## config.mk

```make
export PLATFORM = sky130hd
export DESIGN_NAME = midori_sbox_layer_ti
export DESIGN_NICKNAME = d
export VERILOG_FILES = /design/src/rtl/midori_sbox_layer_ti.sv
export SDC_FILE = /design/constraint.sdc
export NUM_CORES = 1
export LEC_CHECK = 0
export ABC_AREA = 1
export CORE_ASPECT_RATIO = 1.2
export CORE_UTILIZATION = 35
export DETAILED_ROUTE_END_ITERATION = 16
export GPL_TIMING_DRIVEN = 0
export HOLD_SLACK_MARGIN = 0.03
export PLACE_DENSITY = 0.55
export SLEW_MARGIN = 0
export SYNTH_ARGS = -nofsm -noshare
export SYNTH_HDL_FRONTEND = slang
export SYNTH_SLANG_ARGS = --single-unit
```

## constraint.sdc

```tcl
create_clock -name clk -period 13.52 [get_ports clk]
set_clock_uncertainty 0.1 [all_clocks]
set_input_delay 1.352 -clock clk [delete_from_list [all_inputs] [get_ports clk]]
set_output_delay 1.352 -clock clk [all_outputs]
set_load 0.005 [all_outputs]
```

## src/rtl/midori_sbox_layer_ti.sv

```systemverilog
// midori_sbox_layer_ti
// --------------------------------------------------------------------------
// Three-share threshold implementation of the full 64-bit Midori64 Sb0 layer.
// The shared state is processed NPAR nibbles per cycle, starting from the
// low bits. Each nibble goes through a two-stage shared S-box pipeline with
// one register between the two quadratic stages.
//
// Sb0 is cubic. It is split into two quadratic maps.
//   Stage 1: g = (x1, e0, e1, e2) with
//            e0 = x0x2 ^ x0x3 ^ x2x3
//            e1 = x0 ^ x3 ^ x0x3 ^ x2x3
//            e2 = x0 ^ x2
//   Stage 2: y0 = e0e1 ^ x1 ^ x1e0
//            y1 = e0 ^ e2
//            y2 = 1 ^ e0 ^ e1 ^ e0e1 ^ x1e0
//            y3 = 1 ^ e0 ^ e0e1 ^ x1e1
// Both stages use direct non-complete sharing. Output share i only sees
// input shares i+1 and i+2 (mod 3), so no share is ever recombined.
//
// Parameters:
//   NPAR        number of parallel shared S-boxes; legal values 1, 2, 4, 8, 16
// Ports:
//   clk         rising-edge clock
//   rst         asynchronous active-high reset
//   start       request a layer pass; only sampled while idle
//   state_in1/2/3   three Boolean shares of the input state
//   busy        high while a pass is in progress
//   done        one-cycle pulse when state_out* holds the complete result
//   state_out1/2/3  three shares of the S-box layer output
module midori_sbox_layer_ti #(
    parameter int NPAR = 4
) (
    input  logic        clk,
    input  logic        rst,
    input  logic        start,
    input  logic [63:0] state_in1,
    input  logic [63:0] state_in2,
    input  logic [63:0] state_in3,
    output logic        busy,
    output logic        done,
    output logic [63:0] state_out1,
    output logic [63:0] state_out2,
    output logic [63:0] state_out3
);

    localparam int NCHUNK = 16 / NPAR;
    localparam int W      = 4 * NPAR;
    localparam int CW     = (NCHUNK > 1) ? $clog2(NCHUNK) : 1;
    localparam logic [CW-1:0] LAST = CW'(NCHUNK - 1);

    generate
        if (!(NPAR == 1 || NPAR == 2 || NPAR == 4 || NPAR == 8 || NPAR == 16)) begin : g_bad_npar
            $error("midori_sbox_layer_ti: NPAR must be 1, 2, 4, 8 or 16");
        end
    endgenerate

    typedef enum logic [1:0] {IDLE, FEED, DRAIN} state_t;

    // One output share of a shared AND: built from the (j, k) shares of a and b.
    function automatic logic mul_sh(input logic aj, input logic ak,
                                    input logic bj, input logic bk);
        return (aj & bj) ^ (aj & bk) ^ (ak & bj);
    endfunction

    // Stage-1 share from the two neighbouring input-nibble shares.
    // Result packing: {e2, e1, e0, x1}.
    function automatic logic [3:0] stage1_share(input logic [3:0] xj,
                                                input logic [3:0] xk);
        logic m02, m03, m23;
        logic e0, e1, e2;
        m02 = mul_sh(xj[0], xk[0], xj[2], xk[2]);
        m03 = mul_sh(xj[0], xk[0], xj[3], xk[3]);
        m23 = mul_sh(xj[2], xk[2], xj[3], xk[3]);
        e0  = m02 ^ m03 ^ m23;
        e1  = xj[0] ^ xj[3] ^ m03 ^ m23;
        e2  = xj[0] ^ xj[2];
        return {e2, e1, e0, xj[1]};
    endfunction

    // Stage-2 share from the two neighbouring stage-register shares.
    // The affine constant goes into exactly one share (add_one).
    function automatic logic [3:0] stage2_share(input logic [3:0] gj,
                                                input logic [3:0] gk,
                                                input logic       add_one);
        logic p_e0e1, p_x1e0, p_x1e1;
        logic [3:0] y;
        p_e0e1 = mul_sh(gj[1], gk[1], gj[2], gk[2]);
        p_x1e0 = mul_sh(gj[0], gk[0], gj[1], gk[1]);
        p_x1e1 = mul_sh(gj[0], gk[0], gj[2], gk[2]);
        y[0]   = p_e0e1 ^ gj[0] ^ p_x1e0;
        y[1]   = gj[1] ^ gj[3];
        y[2]   = add_one ^ gj[1] ^ gj[2] ^ p_e0e1 ^ p_x1e0;
        y[3]   = add_one ^ gj[1] ^ p_e0e1 ^ p_x1e1;
        return y;
    endfunction

    state_t        state_q, state_d;
    logic [CW-1:0] cnt;
    logic [CW-1:0] out_idx;
    logic          stg_valid;
    logic [63:0]   in1_q, in2_q, in3_q;
    logic [W-1:0]  stg1, stg2, stg3;
    logic [W-1:0]  chunk1, chunk2, chunk3;
    logic [W-1:0]  s1_res1, s1_res2, s1_res3;
    logic [W-1:0]  s2_res1, s2_res2, s2_res3;
    logic          load_in, feed;

    assign chunk1 = in1_q[cnt*W +: W];
    assign chunk2 = in2_q[cnt*W +: W];
    assign chunk3 = in3_q[cnt*W +: W];

    assign busy = (state_q != IDLE);

    // Both shared stages for all NPAR nibbles of the current chunk.
    always_comb begin
        s1_res1 = '0;
        s1_res2 = '0;
        s1_res3 = '0;
        s2_res1 = '0;
        s2_res2 = '0;
        s2_res3 = '0;
        for (int n = 0; n < NPAR; n++) begin
            s1_res1[4*n +: 4] = stage1_share(chunk2[4*n +: 4], chunk3[4*n +: 4]);
            s1_res2[4*n +: 4] = stage1_share(chunk3[4*n +: 4], chunk1[4*n +: 4]);
            s1_res3[4*n +: 4] = stage1_share(chunk1[4*n +: 4], chunk2[4*n +: 4]);
            s2_res1[4*n +: 4] = stage2_share(stg2[4*n +: 4], stg3[4*n +: 4], 1'b1);
            s2_res2[4*n +: 4] = stage2_share(stg3[4*n +: 4], stg1[4*n +: 4], 1'b0);
            s2_res3[4*n +: 4] = stage2_share(stg1[4*n +: 4], stg2[4*n +: 4], 1'b0);
        end
    end

    // FSM state register.
    always_ff @(posedge clk or posedge rst) begin
        if (rst) begin
            state_q <= IDLE;
        end else begin
            state_q <= state_d;
        end
    end

    // Next-state logic. DRAIN always lasts exactly one cycle: it writes the
    // last chunk, which was loaded on the edge that entered DRAIN.
    always_comb begin
        state_d = state_q;
        load_in = 1'b0;
        feed    = 1'b0;
        case (state_q)
            IDLE: begin
                if (start) begin
                    load_in = 1'b1;
                    state_d = FEED;
                end
            end
            FEED: begin
                feed = 1'b1;
                if (cnt == LAST) begin
                    state_d = DRAIN;
                end
            end
            DRAIN: begin
                state_d = IDLE;
            end
            default: begin
                state_d = IDLE;
            end
        endcase
    end

    // Datapath: input capture, stage register and per-chunk output writes.
    // out_idx trails cnt by one cycle so the write lands in the slice the
    // stage register came from.
    always_ff @(posedge clk or posedge rst) begin
        if (rst) begin
            in1_q      <= '0;
            in2_q      <= '0;
            in3_q      <= '0;
            cnt        <= '0;
            out_idx    <= '0;
            stg_valid  <= 1'b0;
            stg1       <= '0;
            stg2       <= '0;
            stg3       <= '0;
            done       <= 1'b0;
            state_out1 <= '0;
            state_out2 <= '0;
            state_out3 <= '0;
        end else begin
            done      <= (state_q == DRAIN);
            stg_valid <= feed;
            if (load_in) begin
                in1_q <= state_in1;
                in2_q <= state_in2;
                in3_q <= state_in3;
                cnt   <= '0;
            end
            if (feed) begin
                stg1    <= s1_res1;
                stg2    <= s1_res2;
                stg3    <= s1_res3;
                out_idx <= cnt;
                cnt     <= (cnt == LAST) ? '0 : cnt + CW'(1);
            end
            if (stg_valid) begin
                state_out1[out_idx*W +: W] <= s2_res1;
                state_out2[out_idx*W +: W] <= s2_res2;
                state_out3[out_idx*W +: W] <= s2_res3;
            end
        end
    end

endmodule

```

# Word-level counts from Yosys, hierarchy flattened
# Index checks and enable logic that the tools add are counted.
[totals] reg_bits=440 out_inout_bits=194 in_bits=195 elab_cells=576
[op_classes] n_reduce_logical=4 shifts=7 bitwise_logic=532 muxes=12 eq_ne=5 addsub=2
[op_table] op="1-bit bitwise XOR" n=312
[op_table] op="1-bit bitwise AND" n=216
[op_table] op="64-bit bitwise mux" n=3
[op_table] op="16-bit by 34-bit indexed part select with 64-bit output" n=3
[op_table] op="64-bit by 7-bit indexed part select with 16-bit output" n=3
[op_table] op="16-bit by 34-bit variable shift with 64-bit output (first input constant)" n=1
[op_table] op="6-bit negator with 34-bit output" n=1
[op_table] op="2-bit two-way mux" n=5
[op_table] op="2-bit == test (second input constant)" n=2
[op_table] op="2-bit != test (second input constant)" n=2
[op_table] op="1-bit inverter" n=4
[op_table] op="2-bit one-hot mux with 2 select lines" n=1
[op_table] op="2-bit nonzero test" n=2
[op_table] op="1-bit two-way mux" n=3
[op_table] op="2-bit by 1-bit adder with 2-bit output (second input constant)" n=1
[op_table] op="2-bit by 1-bit == test with 1-bit output (second input constant)" n=1
[op_table] op="2-bit logical NOT" n=1
[op_table] op="2-bit AND reduction" n=1

# Depth between registers and ports, before layout
# Gate-level depths: netlist of the first run.
[depth] ltp_word=7 ltp_mapped=18 ltp_nobuf=15

# Least setup slack after synthesis of the first run
# No wires, ideal clock.
[synth_path] kind="input to register" startpoint="in start" endpoint="reg in3_q[35]" required_time_ns=13.287 n_path_buf=3 cell_stages=5 arrival_time_ns=2.359 setup_ns=0.133 slack_ns=10.928 path_cell_list="nand2_1 buf_1 buf_2 buf_1 a21oi_1"
[synth_between] elab_chain_len=2
[synth_lines] element="start, declared" line="35" source="input logic start,"
[synth_lines] element="1-bit two-way mux" line="149" source="if (start) begin"
[synth_lines] element="1-bit two-way mux" line="147" source="case (state_q)"
[synth_lines] element="end signal, assigned" line="193" source="in3_q <= state_in3;"
[synth_lines] element="end, declared" line="101" source="logic [63:0] in1_q, in2_q, in3_q;"
# Every way passes these cells.
# A chain may end at the register's enable or synchronous reset.

# Worst setup path in the final report of the first run
[layout_path] startpoint="reg out_idx[0]" endpoint="reg state_out1[36]"
[layout_between] elab_chain_len=3 word_cells_on_any_way=4 cone_classes="1 x add/sub; 2 x shift; 1 x mux"
[layout_lines] element="start, declared" line="99" source="logic [CW-1:0] out_idx;"
[layout_lines] element="start signal, assigned" line="200" source="out_idx <= cnt;"
[layout_lines] element="6-bit negator with 34-bit output (*)" line="204" source="state_out1[out_idx*W +: W] <= s2_res1;"
[layout_lines] element="16-bit by 34-bit indexed part select with 64-bit output or 16-bit by 34-bit variable shift with 64-bit output (tied branches)" line="204"
[layout_lines] element="64-bit bitwise mux (*)" line="204"
[layout_lines] element="end signal, assigned by index" line="204"
[layout_lines] element="end, declared" line="41" source="output logic [63:0] state_out1,"
# Every way passes the cells marked *; elsewhere a longest branch is shown, timed or not.

==> results of run 1 <==
## final cells by class
| class | count | area share (%) |
|---|---|---|
| Clock inverter | 12 | 0.4097 |
| Sequential cell | 440 | 36.42 |
| Multi-Input combinational cell | 2149 | 36.80 |
| Buffer | 138 | 2.077 |
| Timing Repair Buffer | 400 | 13.69 |
| Clock buffer | 71 | 4.763 |
| Inverter | 172 | 2.156 |
| Tap cell | 892 | 3.691 |
## kinds of logic after synthesis
kind of cell,after synthesis,share of synthesized area [%]
DFF,440,47.03
and+or+nand+nor,1642,28.89
xor gates and xnor gates,61,2.410
AOI/OAI and AO/OA,222,5.227
adders and majority gates,42,2.245
buffers and inverters,310,5.451
muxes,182,8.754
## Yosys cell counts (all sizes together)
cell and count:
a21boi 4, a21oi 18, a22o 20, buf 72, clkbuf 66, clkinv 1
dfrtp 440, ha 42, inv 171, mux2 182, nand2 1167, nand3 306
nand3b 20, nand4 25, nor2 115, nor3 4, nor4 1, o21ai 163
o21bai 2, o22ai 12, o31ai 3, or2 4, xnor2 36, xor2 25
## state kept, by name (all words and copies together) (netlist names)
register and count:
in1_q 64, in2_q 64, in3_q 64, state_out1 64, state_out2 64, state_out3 64, stg1 16, stg2 16
stg3 16, cnt 2, out_idx 2, state_q 2, done 1, stg_valid 1
## worst max path at each step
| stage | end |
|---|---|
| 2_1_floorplan | cnt[0] |
| 6_report | state_out1[36] |
| 3_5_place_dp | in3_q[39] |
| 3_3_place_gp | in3_q[49] |
| 4_1_cts | state_out3[26] |
| 5_1_grt | state_out3[16] |
## routing by layer
| layer | up-vias | routed length, um | GRT usage [%] |
|---|---|---|---|
| li1 | 10290 | - | - |
| met1 | 10310 | 35000 | 30.61 |
| met2 | 716 | 42890 | 45.46 |
| met3 | 138 | 4494 | 3.011 |
| met4 | 0 | 2897 | 8.526 |
| met5 | - | 0 | 0 |
## stage by stage
stage,area [sq um],utilization [%],std cells
floorplan,23420,-,2899
global placement,28420,43.07,4179
detailed placement,28670,43.45,4191
CTS,30240,45.82,4274
global route,30240,45.82,4274
finish,30240,45.82,4274
## critical path, delay by kind of cell, from the launching register on
family,cells,cell delay (ns)
flops,1,0.37
simple gates,3,0.77
buf+inv,4,1.67
fa+ha+maj,1,0.53
## power breakdown
| group | leakage (uW) | internal [uW] | switching (uW) | total (uW) |
|---|---|---|---|---|
| clock | 0.000766 | 757 | 560 | 1320 |
| sequential | 0.00555 | 1940 | 417 | 2360 |
| combinational | 0.00841 | 2180 | 3820 | 6000 |
==> results.md, run 1 <==
* Die height at 285.3 um
* Synth unique cells at 34
* Grt total ovfl at 0
* Yosys warnings at 0
* Setup tns final at 0 ns
* Setup crit start kind: register
* Vias per cell at roughly 5
* Hold_buf cts at 0
* Hold wc startpoint: state_out2[52]
* Status: complete, no violations
* Slew Limit Headroom at 37.59%
* Overall global routing resource usage at 25.10%
* Crit Reg-Reg Startpoint: out_idx[0]
* Leakage at 0.01473 uW
* Worst hold slack at approximately 0.38 ns
* Max Root-Sink Buffers at 3
* Hold Crit Class: register to register
* Post_cts resized at 0
* Synth area leaders: dfrtp_1, nand2_1, mux2_2
* Slowest cell on crit path: clkinv_1
* Inserted Clock Buffers at 49
* Worst-path maximum fanout at 12
* Pre-CTS setup slack at 9.624 ns
* Path depth of the worst reg2reg path at 8
* Worst setup startpoint: out_idx[0]
* Clock Sinks at 440
* PwrDens at 319.9 mW/mm^2
* Max-slew violation count at 0
* WP data required at 13.96 ns
* RSZ-0062 raised after global routing: false
* Sequential area share after synthesis at 47.03%
* IR drop worst, VDD at roughly 0.00013 V
* Fin crit share at 25.91%
* Critical path, cell by cell: clkbuf_1, clkinv_1, ha_1, inv_1, nor3_1, clkbuf_1, nand2_1, nand2_1
* Commonest cells after routing, fill and taps aside: nand2_1, dfrtp_1, clkdlybuf4s50_1
* Nets at 3,587
* Multi-input logic area at 0.01113 sq mm
* CP max stage delay at between 0.5 and 0.6 ns
* Mapped Nets at 3,136
* # DRC at 0
* Max-cap viol count at 0
* First-pass GRT wire length at 129,400 um
* Core area at 0.06598 sq mm
* Max Clk Rate at 0.2854 GHz
* Area growth syn-to-layout at 29.14%
* Synth Area per Inst at 8.076 sq um
* Share of the synthesized area in the top cell type at 47.03%
* Commonest non-fill, non-tap cell in the layout: nand2_1
* Cell accounting for the most synthesized area: dfrtp_1
* Tmin final at 3.504 ns
* Critical path arrival at 3.94 ns
* Worst slew pin tran at ~0.94 ns
* Number of antenna violations at the first check in global routing at 0
* Die width at 238.1 um
* Share of cells above drive strength 1 at 10.41%
* Number of global-route vias before repair at 21,290
* Fill cells at 6,583
* WHS Endpoint: state_out2[52]
* Setup ws final at around 10 ns
* Synthesis-stage register bit count at 440
* Drt total wl at 85,280 um
* Seq. cell area at 0.01101 sq mm
* IO Count at between 300 and 400
* DRT Pass-1 Iters at 7
* Ant. Diodes at 0
* Synthesized instance count at slightly below 3,000
* Row count at slightly above 100
* Total Power at 9674 uW
* CTS tree: yes
* CTS clk-pin slew, worst paths at 0.06 ns
* CTS H-tree lvls at 2
* Pin count of the biggest net entering global routing at 42
* Antenna Nets Post-Route at 0
* Slack of the worst reg-to-reg path at 10.02 ns
* Final RePlAce weighted congestion at a little under 0.9
* PortBufs at 388
* Setup bufs post-CTS at 0
* Setup Crit Path Kind: register to register
* Post-DR wirelength/cell at 19.95 um
* Hold Path Depth at 2
* Starting density of the core at 35.48%
* Root buffer cell: clkbuf_16
* Die area at between 0.06 and 0.07 sq mm
* RR Endpoint: state_out1[36]
* DP HPWL at about 70,000 um
* Initial DRC count at roughly 1,400
* CP Capture Type: register
* Final Hold Vio Count at 0
* Syn Std Cell Area at 0.02341 sq mm
* Routed vias at 21,460
* Clk_lat worst skew at about 0.6 ns
* # setup viols final at 0
No activity file was read; power rests on OpenSTA's default activity.
==> run 2, diff against run 1 <==
--- a/config.mk
+++ b/config.mk
@@ -11,7 +11,7 @@
 export DETAILED_ROUTE_END_ITERATION = 16
 export GPL_TIMING_DRIVEN = 0
 export HOLD_SLACK_MARGIN = 0.03
-export PLACE_DENSITY = 0.55
+export PLACE_DENSITY = 0.52
 export SLEW_MARGIN = 0
 export SYNTH_ARGS = -nofsm -noshare
 export SYNTH_HDL_FRONTEND = slang
==> constraint.sdc (replaced) <==
create_clock -name clk -period 3.5 [get_ports clk]
set_clock_uncertainty 0.1 [all_clocks]
set_input_delay 0.35 -clock clk [delete_from_list [all_inputs] [get_ports clk]]
set_output_delay 0.35 -clock clk [all_outputs]
set_load 0.005 [all_outputs]
==> run 2 against run 1 <==
Count of clock-buffer cells in the layout decreased by 11. Sequential power grew to 3.9 times the previous value. Via count rose by 0.82%. Sequential cell count stayed put. Largest power group unchanged. Critical path type unchanged. Combinational power rose to 3.9 times the previous value. Wire length increased by 1.8%. Setup slack lost 9.8 ns. Hold slack got worse by 0.32 ns.
==> results.md, run 2 (synthesis gave the netlist of run 1 again) <==
* Slowest cell on crit path: clkbuf_1 (was clkinv_1)
* Die height at 285.3 um (unchanged)
* Tmin final at 3.323 ns (was 3.504 ns)
* Max-cap viol count at 0 (unchanged)
* Max-slew violation count at 0 (unchanged)
* Fill cells at 6,603 (was 6,583)
* Setup Crit Path Kind: register to register (unchanged)
* Area growth syn-to-layout at 29.60% (was 29.14%)
* Routed vias at 21,640 (was 21,460)
* Setup bufs post-CTS at 0 (unchanged)
* Final cell count without fillers at 4,280 (was 4,274)
* Die area at 0.06793 sq mm (unchanged)
* Grt total ovfl at 0 (unchanged)
* Hold_buf cts at 0 (unchanged)
* Critical path, cell by cell: clkbuf_1, clkinv_2, ha_1, inv_1, nor2_1, clkbuf_1, clkbuf_1, nand2_1, nand2_1 (was clkbuf_1, clkinv_1, ha_1, inv_1, nor3_1, clkbuf_1, nand2_1, nand2_1)
* Starting density of the core at 35.48% (unchanged)
* CP max stage delay at 0.51 ns (was 0.57 ns)
* Multi-input logic area at 0.01113 sq mm (unchanged)
* Post-DR wirelength/cell at 20.28 um (was 19.95 um)
* Root buffer cell: clkbuf_16 (unchanged)
* Leakage at 0.01480 uW (was 0.01473 uW)
* CTS clk-pin slew, worst paths at 0.07 ns (was 0.06 ns)
* Clk_lat worst skew at 0.60 ns (about the same)
* # setup viols final at 0 (unchanged)
* Setup tns final at 0 ns (unchanged)
* Number of antenna violations at the first check in global routing at 0 (unchanged)
* Most used cell, CP: clkbuf_1
* Antenna Nets Post-Route at 0 (unchanged)
* Hold Crit Class: input pin to asynchronous set/reset pin (was register to register)
* RSZ-0062 raised after global routing: true (was false)
* Seq. cell area at 0.01101 sq mm (unchanged)
* Core area at 0.06598 sq mm (unchanged)
* Clock Sinks at 440 (unchanged)
* Status: complete, no violations (unchanged)
* Commonest cells after routing, fill and taps aside: nand2_1, dfrtp_1, clkdlybuf4s50_1 (unchanged)
* Overall global routing resource usage at 25.40% (was 25.10%)
* Nets at 3,586 (was 3,587)
* Final RePlAce weighted congestion at 0.8948 (was 0.8907)
* DRT Pass-1 Iters at 5 (was 7)
* First-pass GRT wire length at 131,100 um (was 129,400 um)
* Worst hold slack at 0.06222 ns (was 0.3780 ns)
* # DRC at 0 (unchanged)
* CTS H-tree lvls at 2 (unchanged)
* PwrDens at 1246 mW/mm^2 (was 319.9 mW/mm^2)
* Total Power at 37,820 uW (was 9674 uW)
* DP HPWL at 70,010 um (was 69,030 um)
* Inserted Clock Buffers at 48 (was 49)
* Number of global-route vias before repair at 21,510 (was 21,290)
* CP Capture Type: register (unchanged)
* Slew Limit Headroom at 38.38% (was 37.59%)
* Max Clk Rate at 0.3010 GHz (was 0.2854 GHz)
* Path depth of the worst reg2reg path at 9 (was 8)
* Max Root-Sink Buffers at 3 (unchanged)
* Fin util at 45.99% (was 45.82%)
* Worst slew pin tran at 0.9243 ns (was 0.9361 ns)
* CTS tree: yes (unchanged)
* IO Count at 389 (unchanged)
* Final Hold Vio Count at 0 (unchanged)
* Pin count of the biggest net entering global routing at 43 (was 42)
* Row count at 103 (unchanged)
* Drt total wl at 86,780 um (was 85,280 um)
* Fin crit share at 94.93% (was 25.91%)
* WP data required at 3.94 ns (was 13.96 ns)
* Worst-path maximum fanout at 12 (unchanged)
* Placed Cells at 4,191 (unchanged)
* Critical path arrival at 3.76 ns (was 3.94 ns)
* Ant. Diodes at 0 (unchanged)
* Share of cells above drive strength 1 at 10.83% (was 10.41%)
* Die width at 238.1 um (unchanged)
* Setup crit start kind: register (unchanged)
* IR drop worst, VDD at 0.0004611 V (was 0.0001279 V)
* Initial DRC count at 1,349 (was 1,424)
* Vias per cell at 5.056 (was 5.022)
* Commonest non-fill, non-tap cell in the layout: nand2_1 (unchanged)
* PortBufs at 388 (unchanged)
## run 2: report_power, final
part	switching, uW	internal (uW)	total, uW
Combinational	14900	8420	23300
Sequential	1620	7480	9100
Clock	2230	3210	5440
Total	18700	19100	37800
## run 2: worst paths after layout
kind | start | endpoint | slack [ns]
min in group clk | state_in3[39] | in3_q[39] | 0.23
max in group asynchronous | rst | in2_q[49] | 1.82
worst min-delay path | rst | state_out2[57] | 0.06
worst min register to register | state_out2[36] | state_out2[36] | 0.38
worst max register to register | out_idx[0] | state_out2[24] | 0.18
worst max-delay path | out_idx[0] | state_out2[24] | 0.18
## run 2: critical path: cells and delay by family, from the launching register on
kind	cells	cell delay, ns
adder cells (fa/ha/maj)	1	0.46
buffers and inverters	5	1.84
AND/OR/NAND/NOR	3	0.48
flip-flops	1	0.37
## run 2: layout make-up
cell class	count	area share (%)
inverters	172	2.152
repair buffers	400	13.59
clock inverters	29	1.080
flip-flops and latches	440	36.29
well taps	892	3.678
clock buffers	60	4.474
plain buffers	138	2.070
multi-input cells	2149	36.67
## run 2: metrics by stage
step                      cell area, sq um  setup slack, ns
after detailed placement             28660        -0.009427
final                                30340           0.1773
after CTS                            30340           0.1839
after global routing                 30340         -0.02744
after global placement               28420           -5.974
after floorplan                      23420           -2.895
## run 2: repair_timing
item / 4_1_cts / 5_1_grt
endpoints found under the setup margin: 31 / 1
resized for setup: 1 / 0
pin swaps: 0 / 0
## run 2: metal layers
| layer | global-route usage [%] | vias to the layer above | wire length, um |
|---|---|---|---|
| li1 | - | 10320 | - |
| met1 | 31.06 | 10510 | 35950 |
| met2 | 46.13 | 688 | 44000 |
| met3 | 3.253 | 121 | 4183 |
| met4 | 7.821 | 0 | 2644 |
| met5 | 0 | - | 0 |
